===== src/rtl/data_mem_if.sv =====
// Load/store unit between the core memory port and a word-addressed request/grant data bus.
// Optional bus watchdog enabled by defining DMEM_TIMEOUT_EN (limit set by TIMEOUT_CYCLES).
module data_mem_if #(
  parameter int unsigned TIMEOUT_CYCLES = 255
) (
  input  logic        clk,
  input  logic        reset,
  input  logic        MemRead,
  input  logic        MemWrite,
  input  logic [2:0]  funct3,
  input  logic [31:0] Mem_WrAddr,
  input  logic [31:0] Mem_WrData,
  output logic [31:0] ReadData,
  output logic        Stall,
  output logic        MisalignErr,
  output logic        BusErr,
  output logic        bus_req,
  output logic        bus_we,
  output logic [31:0] bus_addr,
  output logic [3:0]  bus_be,
  output logic [31:0] bus_wdata,
  input  logic        bus_gnt,
  input  logic        bus_rvalid,
  input  logic [31:0] bus_rdata
);

  typedef enum logic [1:0] {
    IDLE = 2'd0,
    REQ  = 2'd1,
    WAIT = 2'd2,
    DONE = 2'd3
  } state_e;

  localparam logic [31:0] TIMEOUT_W = 32'(TIMEOUT_CYCLES);

  state_e      state_q;
  logic        we_q;
  logic [1:0]  lane_q;
  logic [1:0]  size_q;
  logic [31:0] rdata_q;
  logic        misalign_q;
  logic        buserr_q;
  logic        bus_req_q;
  logic        bus_we_q;
  logic [31:0] bus_addr_q;
  logic [3:0]  bus_be_q;
  logic [31:0] bus_wdata_q;

  logic        issue_s;
  logic        start_s;
  logic        timeout_s;
  logic        unused_ok;

  function automatic logic is_misaligned(input logic [1:0] size, input logic [1:0] lane);
    case (size)
      2'b00:   is_misaligned = 1'b0;
      2'b01:   is_misaligned = lane[0];
      2'b10:   is_misaligned = (lane != 2'b00);
      default: is_misaligned = 1'b1;
    endcase
  endfunction

  function automatic logic [3:0] lane_be(input logic [1:0] size, input logic [1:0] lane);
    case (size)
      2'b00:   lane_be = 4'b0001 << lane;
      2'b01:   lane_be = 4'b0011 << lane;
      default: lane_be = 4'b1111;
    endcase
  endfunction

  function automatic logic [31:0] lane_wdata(input logic [1:0] size, input logic [31:0] d);
    case (size)
      2'b00:   lane_wdata = {4{d[7:0]}};
      2'b01:   lane_wdata = {2{d[15:0]}};
      default: lane_wdata = d;
    endcase
  endfunction

  function automatic logic [31:0] lane_rdata(input logic [1:0] size, input logic [1:0] lane,
                                             input logic [31:0] rd);
    logic [31:0] shifted;
    shifted = rd >> {lane, 3'b000};
    case (size)
      2'b00:   lane_rdata = {24'd0, shifted[7:0]};
      2'b01:   lane_rdata = {16'd0, shifted[15:0]};
      default: lane_rdata = rd;
    endcase
  endfunction

  assign issue_s   = (state_q == IDLE) && (MemRead || MemWrite);
  assign start_s   = issue_s && !is_misaligned(funct3[1:0], Mem_WrAddr[1:0]);
  assign unused_ok = ^{funct3[2], TIMEOUT_W[0]};

`ifdef DMEM_TIMEOUT_EN
  localparam int unsigned CNT_W = (TIMEOUT_CYCLES > 255) ? $clog2(TIMEOUT_CYCLES + 1) : 8;
  localparam logic [CNT_W-1:0] CNT_LAST = CNT_W'(TIMEOUT_CYCLES - 1);

  logic [CNT_W-1:0] cnt_q;

  // Watchdog: restarts on every bus issue, counts while the transfer is outstanding.
  always_ff @(posedge clk or negedge reset) begin
    if (!reset) begin
      cnt_q <= '0;
    end else if (start_s) begin
      cnt_q <= '0;
    end else if ((state_q == REQ) || (state_q == WAIT)) begin
      cnt_q <= cnt_q + CNT_W'(1);
    end else begin
      cnt_q <= cnt_q;
    end
  end

  assign timeout_s = (cnt_q == CNT_LAST);
`else
  assign timeout_s = 1'b0;
`endif

  // Stall is combinational in IDLE so the PC never advances on the issue cycle.
  assign Stall = issue_s || (state_q == REQ) || (state_q == WAIT);

  // Transfer FSM with all bus and result outputs registered.
  always_ff @(posedge clk or negedge reset) begin
    if (!reset) begin
      state_q     <= IDLE;
      we_q        <= 1'b0;
      lane_q      <= 2'b00;
      size_q      <= 2'b00;
      rdata_q     <= 32'd0;
      misalign_q  <= 1'b0;
      buserr_q    <= 1'b0;
      bus_req_q   <= 1'b0;
      bus_we_q    <= 1'b0;
      bus_addr_q  <= 32'd0;
      bus_be_q    <= 4'b0000;
      bus_wdata_q <= 32'd0;
    end else begin
      misalign_q <= 1'b0;
      buserr_q   <= 1'b0;
      case (state_q)
        IDLE: begin
          if (issue_s) begin
            we_q   <= MemWrite;
            lane_q <= Mem_WrAddr[1:0];
            size_q <= funct3[1:0];
            if (start_s) begin
              bus_req_q   <= 1'b1;
              bus_we_q    <= MemWrite;
              bus_addr_q  <= {Mem_WrAddr[31:2], 2'b00};
              bus_be_q    <= lane_be(funct3[1:0], Mem_WrAddr[1:0]);
              bus_wdata_q <= lane_wdata(funct3[1:0], Mem_WrData);
              state_q     <= REQ;
            end else begin
              misalign_q <= 1'b1;
              if (!MemWrite) begin
                rdata_q <= 32'd0;
              end
              state_q <= DONE;
            end
          end
        end
        REQ: begin
          if (bus_gnt) begin
            bus_req_q <= 1'b0;
            state_q   <= we_q ? DONE : WAIT;
          end else if (timeout_s) begin
            bus_req_q <= 1'b0;
            buserr_q  <= 1'b1;
            if (!we_q) begin
              rdata_q <= 32'd0;
            end
            state_q <= DONE;
          end
        end
        WAIT: begin
          if (bus_rvalid) begin
            rdata_q <= lane_rdata(size_q, lane_q, bus_rdata);
            state_q <= DONE;
          end else if (timeout_s) begin
            buserr_q <= 1'b1;
            rdata_q  <= 32'd0;
            state_q  <= DONE;
          end
        end
        DONE: begin
          state_q <= IDLE;
        end
        default: begin
          bus_req_q <= 1'b0;
          state_q   <= IDLE;
        end
      endcase
    end
  end

  assign ReadData    = rdata_q;
  assign MisalignErr = misalign_q;
  assign BusErr      = buserr_q;
  assign bus_req     = bus_req_q;
  assign bus_we      = bus_we_q;
  assign bus_addr    = bus_addr_q;
  assign bus_be      = bus_be_q;
  assign bus_wdata   = bus_wdata_q;

endmodule


===== config.mk =====
export PLATFORM = sky130hd
export DESIGN_NAME = data_mem_if
export DESIGN_NICKNAME = d
export VERILOG_FILES = /design/src/rtl/data_mem_if.sv
export SDC_FILE = /design/constraint.sdc
export NUM_CORES = 1
export LEC_CHECK = 0
export CORE_MARGIN = 8
export CORE_UTILIZATION = 40
export DETAILED_ROUTE_END_ITERATION = 8
export PLACE_DENSITY = 0.75
export SETUP_SLACK_MARGIN = 0.05
export SYNTH_ARGS = -nofsm -noshare
export SYNTH_HDL_FRONTEND = slang
export SYNTH_SLANG_ARGS = --single-unit

===== constraint.sdc =====
create_clock -name clk -period 3 [get_ports clk]
set_clock_uncertainty 0.05 [all_clocks]
set_input_delay 0.45 -clock clk [delete_from_list [all_inputs] [get_ports clk]]
set_output_delay 0.45 -clock clk [all_outputs]
set_load 0.005 [all_outputs]

Yosys cells after proc, flatten, opt, wreduce, memory -nomap -nowiden
Index checks and enable logic that the tools add are counted.
- equality and inequality tests: 12
- shifts and indexed selects: 3
- mux-type cells: 22
- reduce and logical (&&, ||, !) cells: 17
- operators with widths (operator ; number):
    $pmux W32 S2 ; 3
    $mux W32 ; 4
    $shr A32 B5 Y16 ; 1
    $ne A2 B2 Y1 const B ; 6
    $mux W2 ; 4
    $pmux W2 S4 ; 1
    $pmux W4 S2 ; 1
    $mux W1 ; 7
    $eq A2 B1 Y1 const B ; 3
    $eq A2 B2 Y1 const B ; 3
    $logic_not A2 Y1 ; 3
    $reduce_and A3 Y1 ; 2
    $reduce_bool A2 Y1 ; 3
    $reduce_and A5 Y1 ; 1
    $reduce_and A4 Y1 ; 1
    $shl A1 B2 Y4 const A ; 1
    $shl A2 B2 Y4 const A ; 1
    $logic_or A1 B1 Y1 ; 3
    $pmux W1 S3 ; 1
    $logic_and A1 B1 Y1 ; 2
    $pmux W1 S2 ; 1
    $reduce_and A2 Y1 ; 1
    $logic_not A1 Y1 ; 1
- bits in registers: 108
- bits of input ports: 105
- word-level logic and storage cells: 65

Depth between registers and ports, before layout
Gate-level depths: netlist of the first run.
- depth in word-level cells: 7
- depth in mapped cells: 8
- depth with buffers taken out: 6

Worst setup path after synthesis of the first run
OpenSTA, ideal clock, no wires.
- kind: register -> register
- start point: reg state_q[0]
- end point: reg rdata_q[16] (netlist: ReadData[16])
- setup time: 0.125 ns
- arrival: 1.646 ns
- data required time: 2.825 ns
- path slack: 1.178 ns
- cell stages (with the launch flop): 8
- buffers on the path: 1
- clock period less this slack: 1.822 ns
- cell sequence: dfrtp_1 -> inv_1 -> ha_1 -> inv_1 -> or3_4 -> nand3_4 -> buf_12 -> mux2_4
- longest elaborated chain between the ends: 5
- elaborated cells on any way between the ends: 11
- RTL lines (item ; RTL line ; text):
    start: declaration ; 36 ; state_e state_q;
    start signal: assignment ; 164 ; state_q <= we_q ? DONE : WAIT;
    $logic_not A2 Y1 ; 90, 139 ;
    $logic_and A1 B1 Y1 ; 90 ; assign issue_s = (state_q == IDLE) && (MemRead || MemWrite);
    $logic_and A1 B1 Y1 ; 91 ; assign start_s = issue_s && !is_misaligned(funct3[1:0], Mem_WrAddr[1:0]);
    $ne A2 B2 Y1 (no source line) ; n/a ;
    $reduce_and A5 Y1 (no source line) ; n/a ;
    end signal: assignment ; 176 ; rdata_q <= lane_rdata(size_q, lane_q, bus_rdata);
    end: declaration ; 40 ; logic [31:0] rdata_q;
Several ways; a longest one is shown, not always the timed one.
A chain may end at the register's enable or synchronous reset.

Worst setup path in the final report of the first run
- start point: reg state_q[1]
- end point: out Stall
- longest elaborated chain between the ends: 4
- elaborated cells on any way between the ends: 6
- RTL lines (item ; RTL line ; text):
    $logic_not A2 Y1 ; 90 ;
    $logic_and A1 B1 Y1 ; 90 ;
    $logic_or A1 B1 Y1 ; 119 ; assign Stall = issue_s || (state_q == REQ) || (state_q == WAIT);
    $logic_or A1 B1 Y1 * ; 119 ;
    end: declaration ; 14 ; output logic Stall,
Every way passes the cells marked *; elsewhere a longest branch is shown, timed or not.

==> impl_metrics.ini, run 1 <==
[run_status]
status = finished, final reports clean

[global_route]
grt_pass1_vias = 4639
grt_antenna_before_repair = 0
grt-ovfl-total = 0
grt_pass1_wl_um = 25600
grt_max_degree = 67
grt.total_usage_pct = 19.6

[power_and_ir_drop]
p_leak_nw = 3.37
power_density_mw_per_mm2 = 928
ir_drop_v = 0.000500

[sta]
setup_viol = 0
maxSlewHeadroom_pct = 44.5
fmax_ghz = 0.374
hold_viol_final = 0
rsz0062_at_grt = no
finalSetupTns_ps = 0
tightest_slew_ps = 832
final.min_clock_period_ps = 2670
finalCritPeriodShare_pct = 89.2
drv_slew = 0

[setup_path]
critPathArrivalTime_ps = 2170
worstPathMaxFanout = 12
worstRegToRegCells = 6
ff2ff_setup_slack_ps = 510
endpoint_kind = output pin
critPathKind = flip-flop to output pin
crit_end = Stall
cp.depth = 5
required_ps = 2500
cp-startpoint = state_q[1]$_DFFE_PN0P_
cp-start-kind = flip-flop
cpPeakStageDelay_ps = 510
r2r-end = ReadData[21]$_DFFE_PN0P_
critPathSlowestCell = clkdlybuf4s50_1
path_cells = inv_1, ha_1, o21a_1, or3_1, clkdlybuf4s50_1
cp_num_buf_inv = 2
reg2reg_from = state_q[1]$_DFFE_PN0P_
path_delay_family = buffers and inverters

[layout]
area_delta_synth_final_pct = 46.5
nets = 751
final_common_cell = clkdlybuf4s50_1
fin_util_pct = 60.1
drive_gt1_share_pct = 13.7
diodes = 0
layout_common_cells = clkdlybuf4s50_1, dfrtp_1, mux2_2

[clock_tree]
cts_resized = 0
clockBufferDepth = 2
cts_setup_buffers = 0
clk_pin_slew_ps = 70
clock-sinks = 108
cts-root-buf = clkbuf_16
htree_levels = 3
cts_buffers = 9
cts_hold_buf = 0
clk_latency_ps = 360
cts_tree = built

[synth]
synth_area_leaders = dfrtp_1, mux2_2, mux2i_1
ys_seq_area_share_pct = 51.9
synth-async-reset-ratio_pct = 100
syn_inst = 450
synth_area_leader_cell = dfrtp_1
synth-edff-count = 0
yosysTopAreaCellShare_pct = 51.9
netlist_area_mm2 = 0.00520
synthFlopType = dfrtp_1
avgSynthCellArea_um2 = 11.6
synth-seq-cells = 108
synth_cell_types = 51
synth-warning-count = 0

[flow_run]
drv_cap = 0

[routing]
avgRoutedWirePerCell_um = 19.8
drt_iter0_drc = 280
final_antenna_net_count = 0
drc = 0
via_count = 4323
dr.pass1.iters = 4
viasPerCell = 5.27
drt-total-wl_um = 16300

[min_path]
hold_class = input pin to asynchronous set/reset pin

[place]
port_buffers = 205
hpwl_um = 12300
place_congestion = 0.849

[die]
num_rows = 41
die-area_mm2 = 0.0169
die_w_um = 130
core_area_mm2 = 0.0127
die_y_um = 130
io_pins = 210
start_util_pct = 41.1
-- worst reg2reg max path: cells and delay by family (launching register included) --
family,cells,cell delay [ps]
DFF,1,410
AOI/OAI and AO/OA,1,320
adders and majority gates,1,440
buffers and inverters,2,250
and+or+nand+nor,1,450
muxes,1,460
-- synthesized netlist by cell type (all sizes together) (9+ instances only) --
library cell and instances:
nand3 9, and3 16, nor2 16, o22ai 15
a22oi 10, inv 21, nand2 39, buf 22
o21ai 33, mux2i 25, clkbuf 12, mux2 57
dfrtp 108, o2bb2ai 16
-- logic make-up (layout without fill, tap and decap cells) --
logic type                 after synthesis  in the layout  share of synthesized area, %
buffers and inverters                   55            251                          5.68
and+or+nand+nor                         92             92                          8.80
xor gates and xnor gates                 1              1                         0.168
other                                    1              3                        0.0721
DFF                                    108            108                          51.9
adders and majority gates                3              3                         0.722
muxes                                   82             82                          18.1
AOI/OAI and AO/OA                      108            108                          14.5
-- layout make-up --
cell class	count	area [um2]
clock buffer	10	239
clock inverter	6	43.8
fill	1069	5050
inverter	21	78.8
multi-input combinational	289	2210
sequential	108	2700
tap	172	215
timing repair buffer	214	2130
-- state kept, by name, summed over array words and instances, names as in the netlist --
| name | cells |
|---|---|
| size_q | 2 |
| state_q | 2 |
| bus_we | 1 |
| bus_be | 4 |
| MisalignErr | 1 |
| lane_q | 2 |
| bus_req | 1 |
| bus_addr | 30 |
| we_q | 1 |
| ReadData | 32 |
| bus_wdata | 32 |
-- through the flow --
stage          instances  hold WS (ps)  worst slack (ps)  total power, W  area, um2
3_3_place_gp         804           411               453         0.00586       7340
4_1_cts              820          98.8               284         0.00717       7620
2_1_floorplan        452           104              1180         0.00417       5210
3_5_place_dp         804           422               438         0.00597       7340
5_1_grt              820           120               186         0.00753       7620
6_report             820          72.2               325         0.00707       7620
-- where the power goes --
group / leakage (nW) / internal [W] / total, W / switching, W
clock: 0.140 / 0.000593 / 0.00116 / 0.000566
combinational: 1.87 / 0.00203 / 0.00334 / 0.00132
sequential: 1.36 / 0.00211 / 0.00257 / 0.000453
-- worst min-delay path by stage --
stage	slack [ps]	depth (start not counted)	from	to
final	70	1	reset	ReadData[6]$_DFFE_PN0P_
after global routing	120	1	reset	ReadData[2]$_DFFE_PN0P_
after floorplan	100	0	reset	MisalignErr$_DFF_PN0_
after detailed placement	420	2	bus_wdata[9]$_DFFE_PN0P_	bus_wdata[9]$_DFFE_PN0P_
after global placement	410	2	bus_wdata[19]$_DFFE_PN0P_	bus_wdata[19]$_DFFE_PN0P_
after CTS	100	1	reset	ReadData[1]$_DFFE_PN0P_
-- routing by layer --
metal  up-vias  global-route usage (%)  share of wire, %
li1       1997                       -                 -
met1      2126                    23.4                41
met2       189                    30.2                45
met3        11                    10.7                13
met4         0                    4.99              0.98
met5         -                       0                 0
Power figures use the tool's default switching activity.
==> inputs of run 2 (changes only) <==
--- a/config.mk
+++ b/config.mk
@@ -7,6 +7,7 @@
 export LEC_CHECK = 0
 export CORE_MARGIN = 8
 export CORE_UTILIZATION = 40
+export CTS_CLUSTER_DIAMETER = 40
 export DETAILED_ROUTE_END_ITERATION = 8
 export PLACE_DENSITY = 0.75
 export SETUP_SLACK_MARGIN = 0.05
==> results of run 2 <==
The final DEF is identical to that of run 1; final timing and power are the same.
